$ cat src/rtl/disp_scan_ctrl_pkg.sv
// Shared constants and types for the 4-digit multiplexed 7-segment scan controller.
package disp_scan_ctrl_pkg;

    localparam logic [3:0] ANODE_RESET = 4'b1110;
    localparam logic [6:0] SEG_BLANK   = 7'h7F;

    typedef enum logic {
        ST_SHOW = 1'b0,
        ST_GAP  = 1'b1
    } scan_state_e;

    // Active-low {g,f,e,d,c,b,a} glyphs for hex digits 0..F
    localparam logic [6:0] HEX_SEG [0:15] = '{
        7'b1000000, 7'b1111001, 7'b0100100, 7'b0110000,
        7'b0011001, 7'b0010010, 7'b0000010, 7'b1111000,
        7'b0000000, 7'b0010000, 7'b0001000, 7'b0000011,
        7'b1000110, 7'b0100001, 7'b0000110, 7'b0001110
    };

endpackage

$ cat src/rtl/disp_scan_ctrl_if.sv
// Host-side inputs and display-side outputs of the scan controller.
interface disp_scan_ctrl_if;

    logic        run;
    logic [15:0] value;
    logic [3:0]  dp;
    logic        blank_lz;
    logic [3:0]  an;
    logic [6:0]  seg;
    logic        dp_n;
    logic [1:0]  digit_idx;
    logic        frame_tick;

    modport master (
        output run, value, dp, blank_lz,
        input  an, seg, dp_n, digit_idx, frame_tick
    );

    modport slave (
        input  run, value, dp, blank_lz,
        output an, seg, dp_n, digit_idx, frame_tick
    );

endinterface

$ cat src/rtl/disp_scan_ctrl_anode_sr.sv
// 4-bit anode shift register; reset_i also serves as the resync load.
module disp_scan_ctrl_anode_sr
    import disp_scan_ctrl_pkg::*;
(
    input  logic       clk_i,
    input  logic       reset_i,
    input  logic       en_i,
    input  logic       si_i,
    output logic [3:0] q_o
);

    logic [3:0] q_q;

    always_ff @(posedge clk_i) begin
        if (reset_i) begin
            q_q <= ANODE_RESET;
        end else if (en_i) begin
            q_q <= {q_q[2:0], si_i};
        end
    end

    assign q_o = q_q;

endmodule

$ cat src/rtl/disp_scan_ctrl.sv
// Digit scan controller: walking-zero anodes, blanking gap, frame-latched hex decode.
//
// state   | meaning
// ST_SHOW | one anode low, digit lit for PRESCALE cycles
// ST_GAP  | all anodes off for GAP cycles before rotating to the next digit
module disp_scan_ctrl
    import disp_scan_ctrl_pkg::*;
#(
    parameter int PRESCALE = 50000,
    parameter int GAP      = 8,
    parameter int CNT_W    = 16
) (
    input  logic                   clk_i,
    input  logic                   reset_i,
    disp_scan_ctrl_if.slave        bus_if
);

    localparam bit              HAS_GAP  = (GAP > 0);
    localparam logic [CNT_W-1:0] PS_LAST  = CNT_W'(PRESCALE - 1);
    localparam logic [CNT_W-1:0] GAP_LAST = CNT_W'((GAP > 0) ? GAP - 1 : 0);
    localparam logic [CNT_W-1:0] CNT_ONE  = CNT_W'(1);

    scan_state_e      state_q, state_d;
    logic [CNT_W-1:0] cnt_q, cnt_d;
    logic [1:0]       idx_q, idx_d;
    logic [15:0]      lat_value_q, lat_value_d;
    logic [3:0]       lat_dp_q, lat_dp_d;
    logic [3:0]       an_q, an_d;
    logic [6:0]       seg_q, seg_d;
    logic             dp_n_q, dp_n_d;
    logic             frame_tick_q, frame_tick_d;

    logic [3:0]       pat;
    logic             rotate;
    logic             pat_ok;
    logic             wrap;

    // Digit k is a leading zero when it and every higher nibble are zero; digit 0 never is.
    function automatic logic [6:0] digit_seg(input logic [15:0] v, input logic [1:0] k,
                                             input logic blz);
        logic [3:0] nib;
        logic       lead_zero;
        nib = v[4*k +: 4];
        unique case (k)
            2'd3:    lead_zero = (v[15:12] == 4'h0);
            2'd2:    lead_zero = (v[15:8] == 8'h00);
            2'd1:    lead_zero = (v[15:4] == 12'h000);
            default: lead_zero = 1'b0;
        endcase
        return (blz && lead_zero) ? SEG_BLANK : HEX_SEG[nib];
    endfunction

    disp_scan_ctrl_anode_sr u_anode_sr (
        .clk_i   (clk_i),
        .reset_i (reset_i || (rotate && !pat_ok)),
        .en_i    (rotate && pat_ok),
        .si_i    (pat[3]),
        .q_o     (pat)
    );

    always_comb begin
        state_d      = state_q;
        cnt_d        = cnt_q;
        idx_d        = idx_q;
        lat_value_d  = lat_value_q;
        lat_dp_d     = lat_dp_q;
        an_d         = an_q;
        seg_d        = seg_q;
        dp_n_d       = dp_n_q;
        frame_tick_d = 1'b0;
        rotate       = 1'b0;

        if (bus_if.run) begin
            unique case (state_q)
                ST_SHOW: begin
                    if (cnt_q == PS_LAST) begin
                        cnt_d = '0;
                        if (HAS_GAP) begin
                            state_d = ST_GAP;
                            an_d    = 4'hF;
                            seg_d   = SEG_BLANK;
                            dp_n_d  = 1'b1;
                        end else begin
                            rotate = 1'b1;
                        end
                    end else begin
                        cnt_d = cnt_q + CNT_ONE;
                    end
                end
                ST_GAP: begin
                    if (cnt_q == GAP_LAST) begin
                        cnt_d  = '0;
                        rotate = 1'b1;
                    end else begin
                        cnt_d = cnt_q + CNT_ONE;
                    end
                end
                default: ;
            endcase
        end

        // A corrupted or out-of-step pattern resyncs to digit 0 and is treated as a wrap.
        pat_ok = (pat == ~(4'b0001 << idx_q));
        wrap   = rotate && (!pat_ok || (idx_q == 2'd3));

        if (rotate) begin
            state_d = ST_SHOW;
            idx_d   = wrap ? 2'd0 : idx_q + 2'd1;
            an_d    = pat_ok ? {pat[2:0], pat[3]} : ANODE_RESET;
            if (wrap) begin
                lat_value_d  = bus_if.value;
                lat_dp_d     = bus_if.dp;
                frame_tick_d = 1'b1;
            end
            seg_d  = digit_seg(lat_value_d, idx_d, bus_if.blank_lz);
            dp_n_d = ~lat_dp_d[idx_d];
        end
    end

    always_ff @(posedge clk_i) begin
        if (reset_i) begin
            state_q      <= ST_SHOW;
            cnt_q        <= '0;
            idx_q        <= '0;
            lat_value_q  <= '0;
            lat_dp_q     <= '0;
            an_q         <= ANODE_RESET;
            seg_q        <= HEX_SEG[0];
            dp_n_q       <= 1'b1;
            frame_tick_q <= 1'b0;
        end else begin
            state_q      <= state_d;
            cnt_q        <= cnt_d;
            idx_q        <= idx_d;
            lat_value_q  <= lat_value_d;
            lat_dp_q     <= lat_dp_d;
            an_q         <= an_d;
            seg_q        <= seg_d;
            dp_n_q       <= dp_n_d;
            frame_tick_q <= frame_tick_d;
        end
    end

    assign bus_if.an         = an_q;
    assign bus_if.seg        = seg_q;
    assign bus_if.dp_n       = dp_n_q;
    assign bus_if.digit_idx  = idx_q;
    assign bus_if.frame_tick = frame_tick_q;

endmodule

$ cat src/flat_wrapper.sv
// flat-port wrapper written by rule: the top's interface ports become plain ports
module disp_scan_ctrl_flat import disp_scan_ctrl_pkg::*;
#(
    parameter int PRESCALE = 50000,
    parameter int GAP      = 8,
    parameter int CNT_W    = 16
)
  (clk_i, reset_i, bus_if_run, bus_if_value, bus_if_dp, bus_if_blank_lz, bus_if_an, bus_if_seg, bus_if_dp_n, bus_if_digit_idx, bus_if_frame_tick);
  disp_scan_ctrl_if bus_if_i ();
  input  logic clk_i;
  input  logic reset_i;
  input wire logic [$bits(bus_if_i.run)-1:0] bus_if_run;
  input wire logic [$bits(bus_if_i.value)-1:0] bus_if_value;
  input wire logic [$bits(bus_if_i.dp)-1:0] bus_if_dp;
  input wire logic [$bits(bus_if_i.blank_lz)-1:0] bus_if_blank_lz;
  output wire logic [$bits(bus_if_i.an)-1:0] bus_if_an;
  output wire logic [$bits(bus_if_i.seg)-1:0] bus_if_seg;
  output wire logic [$bits(bus_if_i.dp_n)-1:0] bus_if_dp_n;
  output wire logic [$bits(bus_if_i.digit_idx)-1:0] bus_if_digit_idx;
  output wire logic [$bits(bus_if_i.frame_tick)-1:0] bus_if_frame_tick;
  assign bus_if_i.run = bus_if_run;
  assign bus_if_i.value = bus_if_value;
  assign bus_if_i.dp = bus_if_dp;
  assign bus_if_i.blank_lz = bus_if_blank_lz;
  assign bus_if_an = bus_if_i.an;
  assign bus_if_seg = bus_if_i.seg;
  assign bus_if_dp_n = bus_if_i.dp_n;
  assign bus_if_digit_idx = bus_if_i.digit_idx;
  assign bus_if_frame_tick = bus_if_i.frame_tick;
  disp_scan_ctrl #(.PRESCALE(PRESCALE), .GAP(GAP), .CNT_W(CNT_W)) u_core (.clk_i(clk_i), .reset_i(reset_i), .bus_if(bus_if_i));
endmodule
$ cat config.mk
export PLATFORM = sky130hd
export DESIGN_NAME = disp_scan_ctrl_flat
export DESIGN_NICKNAME = d
export VERILOG_FILES = /design/src/rtl/disp_scan_ctrl_pkg.sv /design/src/rtl/disp_scan_ctrl_if.sv /design/src/rtl/disp_scan_ctrl_anode_sr.sv /design/src/rtl/disp_scan_ctrl.sv /design/src/flat_wrapper.sv
export SDC_FILE = /design/constraint.sdc
export NUM_CORES = 1
export LEC_CHECK = 0
export CORE_MARGIN = 1
export CORE_UTILIZATION = 45
export DETAILED_ROUTE_END_ITERATION = 16
export PLACE_DENSITY = 0.74
export SLEW_MARGIN = 15
export SYNTH_ARGS = -nofsm -noshare
export SYNTH_HDL_FRONTEND = slang
export SYNTH_SLANG_ARGS = --single-unit
$ cat constraint.sdc
create_clock -name clk_i -period 2.7 [get_ports clk_i]
set_clock_uncertainty 0.05 [all_clocks]
set_input_delay 0.405 -clock clk_i [delete_from_list [all_inputs] [get_ports clk_i]]
set_output_delay 0.405 -clock clk_i [all_outputs]
set_load 0.02 [all_outputs]
==> results.yml <==
worst_setup_path:
  critPathMostFrequentCell: "inv_4"
  crit_type: "reg -> reg"
  cp_data_required_time_ns: 2.90
  cp_num_buf_inv: 2
  cp_top_family: "simple AND/OR/NAND/NOR gates"
  worstSetupStartpointType: "flop"
  end_kind: "flop"
  cp.depth: 14
  path_cells: "inv_4 > ha_2 > xor2_2 > and4_4 > nor3_4 > nand2_1 > and2_4 > inv_4 > ha_4 > mux2i_1 > o21ai_1 > nor2_1 > or3_1 > o21ai_2"
  max_stage_delay_ns: 0.41
  slowest_stage: "dfxtp_4"
  r2r_cells: 14
  crit_fanout: 7
  cp.arrival_ns: 2.71
  r2r_slack_ns: 0.19
synthesis:
  synth_area_leaders: "dfxtp_1, nand2_1, a21oi_1, ha_1, nor2_1"
  synth_common_cells: "dfxtp_1, nand2_1, nor2_1, a21oi_1, xor2_1"
  async_flop_share_pct: 0
  syn_area_per_cell_um2: 8.662
  synth_area_leader_cell: "dfxtp_1"
  dominantRegCellSynth: "dfxtp_1"
  synth_fp_nets: 374
  yosysWarnings: 0
  syn_inst: 339
  syn_area_um2: 2937
  synth_top_area_share_pct: 38.18
  synth_cell_type_count: 50
  synth_edf_count: 0
  yosysSeqAreaShare_pct: 38.18
  ys_ff_latch: 56
placed_design:
  dp_slack_ns: 0.05515
  dp_hpwl_um: 4899
  place_congestion: 0.8928
  port_buffers: 38
route:
  ant_nets: 0
  vias_per_cell: 5.501
  drc_errors: 0
  first_pass_iters: 5
  wl_per_cell_um: 14.16
  finalWirelength_um: 6696
  drtIter0Drc: 162
  via_count: 2602
die:
  dieArea_um2: 6853
  core_um2: 6314
  die_x_um: 82.78
  die_h_um: 82.78
  rows: 29
  initial_core_util_pct: 46.51
  ioPinCount: 39
clocking:
  cts_root_buffer: "clkbuf_8"
  cts.sinks: 56
  clk_pin_slew_worst_paths_ns: 0.10
  clock_path_buffers: 2
  numCtsBuffers: 5
  cts_tree: "yes"
  clkLatencyLatePin_ns: 0.31
  cts_max_level: 2
  holdBufCountCts: 0
grt:
  grt_pass1_vias: 2359
  grt_max_degree: 23
  overflow: 0
  grt_pass1_wl_um: 10850
  grt_usage_pct: 20.95
  antenna_found_initial: 0
layout:
  area_growth_pct: 27.44
  final_layout_size_suffix_gt1_share_pct: 17.17
  diodes: 0
  nets: 430
timing:
  slew_headroom_pct: 72.73
  finalCritPeriodShare_pct: 92.88
  timing_hold_violations_final: 0
  fmax_ghz: 0.3988
  fin_ws_ns: 0.1923
  period_minus_slack_ns: 2.508
  setup_tns_ns: 0
  tightest_slew_ns: 0.4091
  report.final.slew_viol_count: 0
  setup_viol: 0
power:
  p_clk_share_pct: 37.5
  power_uw: 1456
  power_frac_seq_pct: 57.0
  peakVddDrop_mv: 0.3512
  power_switching_uw: 309.2
  p_leak_uw: 0.001360
  switching_share_pct: 21.24
  power_density_nw_per_um2: 389.1
  p_comb_share_pct: 5.5
  intPower_uw: 1147
run:
  drv_cap: 0
hold_path:
  hold_path_depth: 2
  min_path_type: "reg -> reg"
status:
  status: "complete, no violations"
==> layout make-up <==
| class | count | area (um^2) |
|---|---|---|
| multi-input cells | 262 | 1800 |
| flip-flops and latches | 56 | 1129 |
| fillers | 556 | 2571 |
| well taps | 77 | 96.34 |
| inverters | 6 | 30.03 |
| repair buffers | 64 | 575.6 |
| clock buffers | 5 | 68.82 |
| clock inverters | 3 | 42.54 |
==> power by group through the flow <==
stage	logic (uW)	registers [uW]	clock network (uW)
final	80.0	830	547
after global routing	87.5	830	590
after CTS	79.7	830	566
after detailed placement	79.3	849	0
after global placement	78.6	849	0
after floorplan	31.6	848	0
==> cell usage in the layout, fill, tap and decap left out, drive strengths merged, types with 9 or more instances in the layout <==
cell           count
a21oi             32
nor3              10
ha                11
xor2              14
mux2i              9
dfxtp             56
nand3             12
nand2             56
buf               26
clkdlybuf4s50     38
nand2b             9
nor2              36
==> metal layers <==
layer,vias up,GRT usage (%),wire [um]
met4,0,7.414,89
met5,-,0,0
met1,1225,27.21,3046
met2,74,34.34,3200
li1,1296,-,-
met3,7,4.262,360
==> final timing paths <==
check	start	to
worst max-delay path	u_core.bus_if.digit_idx[0]$_SDFFE_PP0N_	u_core.bus_if.seg[3]$_SDFFE_PP0P_
worst min register to register	u_core.lat_dp_q[1]$_SDFFE_PP0N_	u_core.lat_dp_q[1]$_SDFFE_PP0N_
worst min-delay path	u_core.lat_dp_q[1]$_SDFFE_PP0N_	u_core.lat_dp_q[1]$_SDFFE_PP0N_
worst max register to register	u_core.bus_if.digit_idx[0]$_SDFFE_PP0N_	u_core.bus_if.seg[3]$_SDFFE_PP0P_
==> worst register-to-register path, cell delays in order, from the launching register on <==
cell,delay (ns)
dfxtp_4,0.41
inv_4,0.07
ha_2,0.20
xor2_2,0.16
and4_4,0.21
nor3_4,0.22
nand2_1,0.10
and2_4,0.20
inv_4,0.07
ha_4,0.13
mux2i_1,0.06
o21ai_1,0.15
nor2_1,0.05
or3_1,0.32
o21ai_2,0.06
==> timing repair <==
action                     4_1_cts  5_1_grt
resized for setup                0        5
setup buffers                    0        7
setup endpoints to repair        0        4
==> state kept, by name (all words and copies together) (netlist names) <==
register,count
u_core.u_anode_sr.q_o,4
u_core.bus_if.seg,7
u_core.bus_if.digit_idx,2
u_core.lat_value_q,16
u_core.bus_if.an,4
u_core.state_q,1
u_core.bus_if.frame_tick,1
u_core.cnt_q,16
u_core.lat_dp_q,4
u_core.bus_if.dp_n,1
==> cells by family (layout without fill, tap and decap cells) <==
kind of cell | Yosys count | count (layout) | synth area share (%)
muxes | 16 | 16 | 7.925
buffers and inverters | 21 | 78 | 3.153
and+or+nand+nor | 159 | 159 | 27.74
AOI/OAI and AO/OA | 58 | 58 | 12.95
adders and majority gates | 11 | 11 | 4.687
xor gates and xnor gates | 18 | 18 | 5.369
DFF | 56 | 56 | 38.18
==> through the flow <==
stage          area [um^2]  hold slack [ns]  utilization, %  cells
2_1_floorplan         3008           0.3786               -    339
3_3_place_gp          3550           0.3911           56.22    458
3_5_place_dp          3550           0.3951           56.22    458
4_1_cts               3661           0.4081           57.99    466
5_1_grt               3742           0.4343           59.27    473
6_report              3742           0.4048           59.27    473
No activity file was read; power rests on OpenSTA's default activity.
